===== config.mk =====
export PLATFORM = sky130hd
export DESIGN_NAME = inst_fetch
export DESIGN_NICKNAME = d
export VERILOG_FILES = /design/src/rtl/inst_fetch.sv
export SDC_FILE = /design/constraint.sdc
export NUM_CORES = 1
export LEC_CHECK = 0
export CORE_MARGIN = 1
export CORE_UTILIZATION = 60
export DETAILED_ROUTE_END_ITERATION = 8
export PLACE_DENSITY_LB_ADDON = 0.3
export SLEW_MARGIN = 20
export SYNTH_ARGS = -nofsm -noshare
export SYNTH_HDL_FRONTEND = slang
export SYNTH_SLANG_ARGS = --single-unit

===== constraint.sdc =====
create_clock -name clk -period 11.4 [get_ports clk]
set_input_delay 2.85 -clock clk [delete_from_list [all_inputs] [get_ports clk]]
set_output_delay 2.85 -clock clk [all_outputs]
set_load 0.05 [all_outputs]

===== src/rtl/inst_fetch.sv =====
// Instruction fetch unit.
// Issues one outstanding word fetch at a time to the memory controller and
// buffers each returned word, together with its PC, in a small FIFO for decode.
// A redirect flushes the FIFO. If a request is still in flight when the
// redirect arrives, that request completes normally and its data is discarded.
module inst_fetch #(
  parameter int                    ADDR_WIDTH = 32,
  parameter int                    DATA_WIDTH = 32,
  parameter int                    DEPTH      = 4,
  parameter logic [ADDR_WIDTH-1:0] RESET_PC   = '0
) (
  input  logic                  clk,
  input  logic                  rst,
  // memory controller fetch port
  output logic                  if_valid,
  output logic [ADDR_WIDTH-1:0] if_addr,
  input  logic                  if_done,
  input  logic [DATA_WIDTH-1:0] if_data,
  // redirect
  input  logic                  br_valid,
  input  logic [ADDR_WIDTH-1:0] br_target,
  // decoder side
  output logic                  inst_valid,
  output logic [DATA_WIDTH-1:0] inst,
  output logic [ADDR_WIDTH-1:0] inst_pc,
  input  logic                  inst_ready
);

  localparam int                    PTR_W   = $clog2(DEPTH);
  localparam int                    CNT_W   = PTR_W + 1;
  localparam logic [CNT_W-1:0]      DEPTH_C = CNT_W'(DEPTH);
  localparam logic [ADDR_WIDTH-1:0] PC_STEP = ADDR_WIDTH'(4);
  localparam logic [ADDR_WIDTH-1:0] ALIGN_M = ~ADDR_WIDTH'(3);

  // IDLE: no request. REQ: request in flight, its word is kept.
  // DROP: request in flight, its word is discarded because of a redirect.
  typedef enum logic [1:0] {
    IDLE = 2'd0,
    REQ  = 2'd1,
    DROP = 2'd2
  } state_e;

  typedef struct packed {
    logic [ADDR_WIDTH-1:0] pc;
    logic [DATA_WIDTH-1:0] data;
  } entry_t;

  state_e                state_q, state_d;
  logic [ADDR_WIDTH-1:0] pc_q, pc_d;
  logic                  if_valid_q, if_valid_d;
  logic [ADDR_WIDTH-1:0] if_addr_q, if_addr_d;
  logic [PTR_W-1:0]      wr_ptr_q, wr_ptr_d;
  logic [PTR_W-1:0]      rd_ptr_q, rd_ptr_d;
  logic [CNT_W-1:0]      count_q, count_d;
  entry_t                fifo_q [DEPTH];

  logic                  push;
  logic                  pop;
  logic [ADDR_WIDTH-1:0] br_pc;
  logic [ADDR_WIDTH-1:0] pc_inc;
  logic [CNT_W-1:0]      count_after_pop;
  logic                  room_idle;
  logic                  room_after_push;
  entry_t                head;

  // Redirect targets are always word aligned; the two low bits are dropped.
  assign br_pc  = br_target & ALIGN_M;
  assign pc_inc = pc_q + PC_STEP;

  // A redirect flushes the FIFO, so a pop in the same cycle has no effect.
  assign pop             = inst_valid && inst_ready && !br_valid;
  assign count_after_pop = count_q - CNT_W'(pop);
  assign room_idle       = count_after_pop < DEPTH_C;
  assign room_after_push = (count_after_pop + CNT_W'(1)) < DEPTH_C;

  // State register
  always_ff @(posedge clk) begin
    // NOTE: non-blocking (<=) on every flop, so all registers update from pre-edge values.
    if (rst) begin
      state_q <= IDLE;
    end else begin
      state_q <= state_d;
    end
  end

  // Next-state logic: a redirect has priority, then completion, then issue.
  always_comb begin
    // NOTE: give every signal written in a combinational block a default first. Otherwise a path that skips it infers a latch.
    state_d = state_q;
    unique case (state_q)
      IDLE: begin
        if (br_valid || room_idle) begin
          state_d = REQ;
        end
      end
      REQ: begin
        if (br_valid) begin
          state_d = if_done ? REQ : DROP;
        end else if (if_done && !room_after_push) begin
          state_d = IDLE;
        end
      end
      DROP: begin
        if (if_done) begin
          state_d = REQ;
        end
      end
      default: state_d = IDLE;
    endcase
  end

  // Output logic: request port, PC tracking and the FIFO push decision.
  always_comb begin
    if_valid_d = if_valid_q;
    if_addr_d  = if_addr_q;
    pc_d       = pc_q;
    push       = 1'b0;
    unique case (state_q)
      IDLE: begin
        if (br_valid) begin
          pc_d       = br_pc;
          if_valid_d = 1'b1;
          if_addr_d  = br_pc;
        end else if (room_idle) begin
          if_valid_d = 1'b1;
          if_addr_d  = pc_q;
        end
      end
      REQ: begin
        if (br_valid) begin
          // The in-flight request stays on the port until done. A word
          // returning in this cycle is dropped and the target is fetched next.
          pc_d = br_pc;
          if (if_done) begin
            if_addr_d = br_pc;
          end
        end else if (if_done) begin
          push = 1'b1;
          pc_d = pc_inc;
          if (room_after_push) begin
            if_addr_d = pc_inc;
          end else begin
            if_valid_d = 1'b0;
          end
        end
      end
      DROP: begin
        // pc_q holds the most recent redirect target. The discarded request
        // stays on the port until it completes.
        if (br_valid) begin
          pc_d = br_pc;
        end
        if (if_done) begin
          if_addr_d = br_valid ? br_pc : pc_q;
        end
      end
      default: begin
        if_valid_d = 1'b0;
        if_addr_d  = pc_q;
      end
    endcase
  end

  // FIFO pointer and occupancy update; a redirect empties the FIFO.
  always_comb begin
    wr_ptr_d = wr_ptr_q;
    rd_ptr_d = rd_ptr_q;
    count_d  = count_q;
    if (br_valid) begin
      rd_ptr_d = wr_ptr_q;
      count_d  = '0;
    end else begin
      if (push) begin
        wr_ptr_d = wr_ptr_q + PTR_W'(1);
      end
      if (pop) begin
        rd_ptr_d = rd_ptr_q + PTR_W'(1);
      end
      count_d = count_q + CNT_W'(push) - CNT_W'(pop);
    end
  end

  // Datapath registers with synchronous reset
  always_ff @(posedge clk) begin
    if (rst) begin
      pc_q       <= RESET_PC;
      if_valid_q <= 1'b0;
      if_addr_q  <= RESET_PC;
      wr_ptr_q   <= '0;
      rd_ptr_q   <= '0;
      count_q    <= '0;
    end else begin
      pc_q       <= pc_d;
      if_valid_q <= if_valid_d;
      if_addr_q  <= if_addr_d;
      wr_ptr_q   <= wr_ptr_d;
      rd_ptr_q   <= rd_ptr_d;
      count_q    <= count_d;
    end
  end

  // FIFO storage write
  always_ff @(posedge clk) begin
    // NOTE: FIFO storage has no reset. count_q gates inst_valid, so a stale entry is never presented.
    if (push) begin
      fifo_q[wr_ptr_q] <= {pc_q, if_data};
    end
  end

  assign head       = fifo_q[rd_ptr_q];
  assign inst_valid = (count_q != '0);
  assign inst       = head.data;
  assign inst_pc    = head.pc;
  assign if_valid   = if_valid_q;
  assign if_addr    = if_addr_q;

  // A request stays stable until done, and the FIFO never holds more than DEPTH entries.
  a_req_stable: assert property (@(posedge clk) disable iff (rst)
    (if_valid_q && !if_done) |=> (if_valid_q && $stable(if_addr_q)));
  a_no_overflow: assert property (@(posedge clk) disable iff (rst)
    count_q <= DEPTH_C);

endmodule


==> results of run 1 <==
## metal layers
metal  vias to the layer above  track usage  share of wire
li1                       4007            -              -
met1                      4373        0.364           0.41
met2                       424        0.408           0.49
met3                        42       0.0448          0.080
met4                         0       0.0786          0.018
met5                         -            0              0
## power groups by stage
stage / clock [mW] / sequential (mW) / combinational, mW
global placement: 0 / 1.40 / 0.322
floorplan: 0 / 1.42 / 0.186
CTS: 1.14 / 1.37 / 0.329
global route: 1.19 / 1.38 / 0.345
detailed placement: 0 / 1.40 / 0.327
finish: 1.12 / 1.37 / 0.327
## synthesized netlist by cell type (4+ instances only)
library cell | instances | area share
nor4_1 | 12 | 0.0054
nor3_1 | 13 | 0.0047
and3_1 | 7 | 0.0032
a2111oi_0 | 4 | 0.0025
buf_2 | 17 | 0.0062
o21ai_1 | 24 | 0.0087
a311oi_1 | 8 | 0.0051
inv_1 | 17 | 0.0046
a21oi_1 | 48 | 0.017
nand3_1 | 22 | 0.0080
mux2i_1 | 5 | 0.0036
a21o_1 | 4 | 0.0022
clkbuf_1 | 49 | 0.013
ha_1 | 9 | 0.0082
a22oi_1 | 9 | 0.0049
mux4_2 | 64 | 0.10
xnor2_1 | 6 | 0.0038
a41oi_1 | 6 | 0.0038
a211o_1 | 4 | 0.0025
edfxtp_1 | 256 | 0.56
nand2_1 | 62 | 0.017
nand2b_1 | 9 | 0.0041
o21ai_0 | 42 | 0.015
nor2_1 | 49 | 0.013
nand4_1 | 18 | 0.0082
o31ai_1 | 5 | 0.0027
and4_1 | 4 | 0.0025
and2_1 | 7 | 0.0032
or3_1 | 4 | 0.0018
a31oi_1 | 15 | 0.0068
a211oi_1 | 6 | 0.0033
dfxtp_1 | 76 | 0.11
## final cells by class
cell class,count,share of cell area
tap,285,0.0213
sequential,332,0.551
clock inverter,11,0.00823
inverter,17,0.00382
clock buffer,52,0.0599
multi-input combinational,519,0.253
timing repair buffer,174,0.102
## state kept, by name (all words and copies together), names as in the netlist, named ones only
register  flops
if_valid      1
rd_ptr_q      2
wr_ptr_q      2
state_q       2
fifo_q      256
pc_q         32
if_addr      32
count_q       3
## kinds of logic after synthesis
group / Yosys count
muxes: 70
and+or+nand+nor: 227
buffers and inverters: 89
AOI/OAI and AO/OA: 204
adders and majority gates: 10
xor gates and xnor gates: 8
DFF: 332
## per-stage QoR
stage | cells | setup WS [ns] | util | hold WS [ns] | total power [mW]
after floorplan | 940 | 5.60 | - | 0.455 | 1.60
after global placement | 1327 | 5.30 | 0.690 | 0.471 | 1.72
after detailed placement | 1327 | 5.25 | 0.690 | 0.474 | 1.73
after CTS | 1390 | 5.11 | 0.741 | 0.487 | 2.84
after global routing | 1390 | 5.00 | 0.741 | 0.503 | 2.91
final | 1390 | 5.22 | 0.741 | 0.491 | 2.82
## critical path, stage by stage, from the launching register on
cell	delay, ns
dfxtp_4	0.61
buf_4	0.80
mux4_2	0.61
clkdlybuf4s50_1	0.76
## worst paths after layout
check,start,endpoint,slack (ns),cells after the start
max reg2reg,count_q[0],if_addr[22],8.20,11
min reg2reg,if_addr[19],if_addr[19],0.49,2
min,if_addr[19],if_addr[19],0.49,2
max,register,inst_pc[15],5.22,3
==> results.json, run 1 <==
{
  "synth_seq_cells": 332,
  "share_of_flip_flops_with_an_asynchronous_set_or_reset": 0,
  "core_region_area_mm2": 0.0226,
  "design.final.nets": 1158,
  "num_vias": 8846,
  "multi_input_area_mm2": 0.00423,
  "total_global_route_track_usage": 0.256,
  "synth_enable_flop_cells": 256,
  "maximum_number_of_pins_on_one_net_before_global_route_repair": 100,
  "remaining_drc_errors": 2,
  "timing.final.crit_share": 0.542,
  "crit_path_start_kind": "register",
  "worst_skew_pair.late_latency_ns": 0.52,
  "totalWireLength_um": 29900,
  "post_synth_and_or_nand_nor_area_fraction": 0.0867,
  "run_status": "finished with violations",
  "clock-sinks": 332,
  "area.sequential_mm2": 0.00921,
  "setup_viol_count_final": 0,
  "critical_path_class": "register to output pin",
  "cts.hold.buffers_added": 0,
  "ctsRootBufferMaster": "clkbuf_16",
  "yosysWarnings": 0,
  "clk_transition_reported_paths_ns": 0.06,
  "io_pins": 167,
  "max-clock-path-buffers": 3,
  "synth_compound_area_frac": 0.0950,
  "drv_slew": 0,
  "synth_xor_area_frac": 0.00508,
  "setup-tns-final_ns": 0,
  "failed_checks": "design-rule violations",
  "die_area_mm2": 0.0236,
  "grt_first_pass_wirelength_um": 46500,
  "timing.max_slew.rel_slack": 0.240,
  "detail_route.vias_per_cell": 6.36,
  "min-delay-path-class": "register to register",
  "initialDrtViolationCount": 967,
  "postSynth.topFlopCell": "edfxtp_1",
  "pwr-share-clk": 0.397,
  "rsz0062_at_grt": "false",
  "cts_made_buffers": 35,
  "final-hold-violation-count": 0,
  "gp_routability_congestion": 0.880,
  "max-vdd-ir-drop_uv": 108,
  "antenna-diode-count": 0,
  "globalRouteOverflowTotal": 0,
  "die-width_um": 154,
  "critical_path_arrival_ns": 3.33,
  "cellLeakagePower_nw": 5.48,
  "synth.avg_cell_area_um2": 14.7,
  "synth.yosys.seq_area_share": 0.668,
  "cts.htree.levels": 2,
  "sw_frac_of_total": 0.242,
  "layout.filler_cells": 1403,
  "maxCapViolCount": 0,
  "netSwitchingPower_uw": 683,
  "syn-cell-area_mm2": 0.0138,
  "areaGrowthSynthToFinish_pct": 21.2,
  "worstMarginPinSlew_ns": 1.14,
  "synth.distinct_cells": 70,
  "row_count": 55,
  "wirelength_per_cell_um": 21.5,
  "share_of_layout_cells_above_drive_strength_1": 0.130,
  "grt_pass1_vias": 8443,
  "critPathMaxFanout": 45,
  "layout_min_cycle_time_ns": 6.18,
  "combPwrFrac": 0.116,
  "synth.net_count": 1019,
  "synthesis.instances": 940,
  "dr.pass1.iters": 7,
  "final_common_cell": "edfxtp_1",
  "cts_resized": 0,
  "route.antenna.remaining_nets": 0,
  "hpwl_um": 17200,
  "finish.instance_area_mm2": 0.0167,
  "cp.required_ns": 8.55,
  "sequentialPowerShare": 0.487,
  "adder_and_majority_gate_portion_of_the_synthesized_area": 0.00961,
  "postPlaceCellArea_mm2": 0.0156,
  "end_kind": "output pin",
  "final.setup_skew_ns": 0.0241,
  "place.port_buffers": 164,
  "internal_power_mw": 2.14,
  "power_per_cell_area_mw_per_mm2": 169,
  "tritoncts": "yes",
  "synth_mux_area_frac": 0.109,
  "grt_antenna_before_repair": 0,
  "synth_top_family_by_area": "multiplexers",
  "clock.fmax_mhz": 162,
  "mostFrequentLayoutCells": "edfxtp_1, clkdlybuf4s50_1, dfxtp_1, mux4_2, nand2_1",
  "initial_utilization": 0.611,
  "cts_setup_buffers": 0,
  "die-height_um": 154
}
(Power assumes the default switching activity.)
==> run 2, diff against run 1 <==
--- a/config.mk
+++ b/config.mk
@@ -6,7 +6,7 @@
 export NUM_CORES = 1
 export LEC_CHECK = 0
 export CORE_MARGIN = 1
-export CORE_UTILIZATION = 60
+export CORE_UTILIZATION = 56
 export DETAILED_ROUTE_END_ITERATION = 8
 export PLACE_DENSITY_LB_ADDON = 0.3
 export SLEW_MARGIN = 20
==> constraint.sdc (replaced) <==
create_clock -name clk -period 5.69 [get_ports clk]
set_input_delay 1.4225 -clock clk [delete_from_list [all_inputs] [get_ports clk]]
set_output_delay 1.4225 -clock clk [all_outputs]
set_load 0.05 [all_outputs]
==> run 2 against run 1 <==
The flow now finishes without violations. Clock skew is 0.0043 ns lower. Register-to-register slack lost 5.7 ns. Worst hold slack worse by 0.015 ns. Critical endpoint is now inst[12]. Largest cell class unchanged. Largest power group unchanged. Highest routed layer unchanged.
==> results.json, run 2 (synthesized netlist as in run 1, its figures left out) <==
{
  "final-hold-violation-count": 0,
  "wirelength_per_cell_um": 21.4,
  "tritoncts": "yes",
  "place.port_buffers": 164,
  "initialDrtViolationCount": 931,
  "grt_antenna_before_repair": 0,
  "areaGrowthSynthToFinish_pct": 22.0,
  "cts.htree.levels": 2,
  "drt-met1-wl_um": 13000,
  "die_area_mm2": 0.0253,
  "antenna-diode-count": 0,
  "cts_setup_buffers": 0,
  "max-clock-path-buffers": 3,
  "met3_wirelength_um": 2180,
  "final_common_cell": "edfxtp_1",
  "mostFrequentLayoutCells": "edfxtp_1, clkdlybuf4s50_1, dfxtp_1, mux4_2, nand2_1",
  "final.setup_skew_ns": 0.0198,
  "maximum_number_of_pins_on_one_net_before_global_route_repair": 75,
  "core_region_area_mm2": 0.0242,
  "num_vias": 8824,
  "critPathMaxFanout": 39,
  "run_status": "finished, final reports clean",
  "maxCapViolCount": 0,
  "layout_min_cycle_time_ns": 4.49,
  "setup_viol_count_final": 0,
  "row_count": 57,
  "end_kind": "output pin",
  "io_pins": 167,
  "design.final.nets": 1163,
  "cts.hold.buffers_added": 0,
  "cts_resized": 0,
  "detail_route.vias_per_cell": 6.16,
  "max-vdd-ir-drop_uv": 222,
  "route.antenna.remaining_nets": 0,
  "power_per_cell_area_mw_per_mm2": 334,
  "cp.required_ns": 4.27,
  "remaining_drc_errors": 0,
  "timing.max_slew.rel_slack": 0.307,
  "clock.fmax_mhz": 223,
  "hpwl_um": 17900,
  "met2WireLength_um": 14900,
  "routed.top_layer": "met4",
  "setup-tns-final_ns": 0,
  "share_of_layout_cells_above_drive_strength_1": 0.137,
  "post-layout-total-power_mw": 5.61,
  "grt_first_pass_wirelength_um": 48500,
  "initial_utilization": 0.569,
  "gp_routability_congestion": 0.846,
  "critical_path_class": "register to output pin",
  "worst_skew_pair.late_latency_ns": 0.52,
  "crit_path_start_kind": "register",
  "critical_path_arrival_ns": 3.06,
  "grt_pass1_vias": 8779,
  "rsz0062_at_grt": "false",
  "dr.pass1.iters": 5,
  "largest_reg_flops": 256,
  "globalRouteOverflowTotal": 0,
  "timing.final.crit_share": 0.789,
  "clock-sinks": 332,
  "register_containing_the_most_flip_flops_in_the_final_layout": "fifo_q",
  "drv_slew": 0,
  "clk_transition_reported_paths_ns": 0.06,
  "worstMarginPinSlew_ns": 1.04,
  "finish.utilization": 0.694,
  "totalWireLength_um": 30700,
  "ctsRootBufferMaster": "clkbuf_16",
  "die-width_um": 159,
  "die-height_um": 159,
  "total_global_route_track_usage": 0.246,
  "cts_made_buffers": 34,
  "min-delay-path-class": "register to register",
  "cellLeakagePower_nw": 5.52
}
==> run 2: changes by cell type in the layout (fill, tap and decap cells not counted), moves of 2 or more <==
cell and delta:
clkbuf_1 -7, buf_12 +3, clkbuf_16 -3, buf_4 +2
clkinv_1 +2, clkinv_2 +2
==> run 2: metal layers <==
metal	up-vias	track usage
li1	4012	-
met1	4343	0.349
met2	422	0.397
met3	47	0.0393
met4	0	0.0760
met5	-	0
==> run 2: area by class of cell <==
cell class / instances / area, um^2
sequential: 332 / 9210
fill: 1660 / 7420
multi-input combinational: 519 / 4240
timing repair buffer: 180 / 1800
clock buffer: 41 / 887
tap: 324 / 405
clock inverter: 19 / 215
inverter: 17 / 63.8
==> run 2: report_power, final <==
part | total (mW) | switching (mW) | internal [mW] | leakage, nW
combinational | 0.657 | 0.400 | 0.257 | 2.02
sequential | 2.76 | 0.0865 | 2.67 | 2.97
clock | 2.20 | 0.894 | 1.30 | 0.534
total | 5.61 | 1.38 | 4.23 | 5.52
==> run 2: worst paths after layout <==
kind | start | endpoint | slack, ns | cells past startpoint
worst min register to register | if_addr[0] | if_addr[0] | 0.48 | 2
worst max register to register | count_q[0] | if_addr[22] | 2.50 | 11
worst max-delay path | register | inst[12] | 1.20 | 3
worst min-delay path | if_addr[0] | if_addr[0] | 0.48 | 2
==> run 2: worst max-delay path, cell delays in order (launching register included) <==
cell,delay (ns)
dfxtp_4,0.85
buf_4,0.38
mux4_2,0.56
clkdlybuf4s50_1,0.71
==> run 2: per-stage QoR <==
stage               std cells  area (um^2)  setup slack [ns]  hold slack (ns)
global route             1432        16800              1.02            0.505
CTS                      1431        16800              1.08            0.479
global placement         1371        15700              1.52            0.460
finish                   1432        16800              1.20            0.476
floorplan                 940        13800              1.32            0.455
detailed placement       1371        15700              1.45            0.466
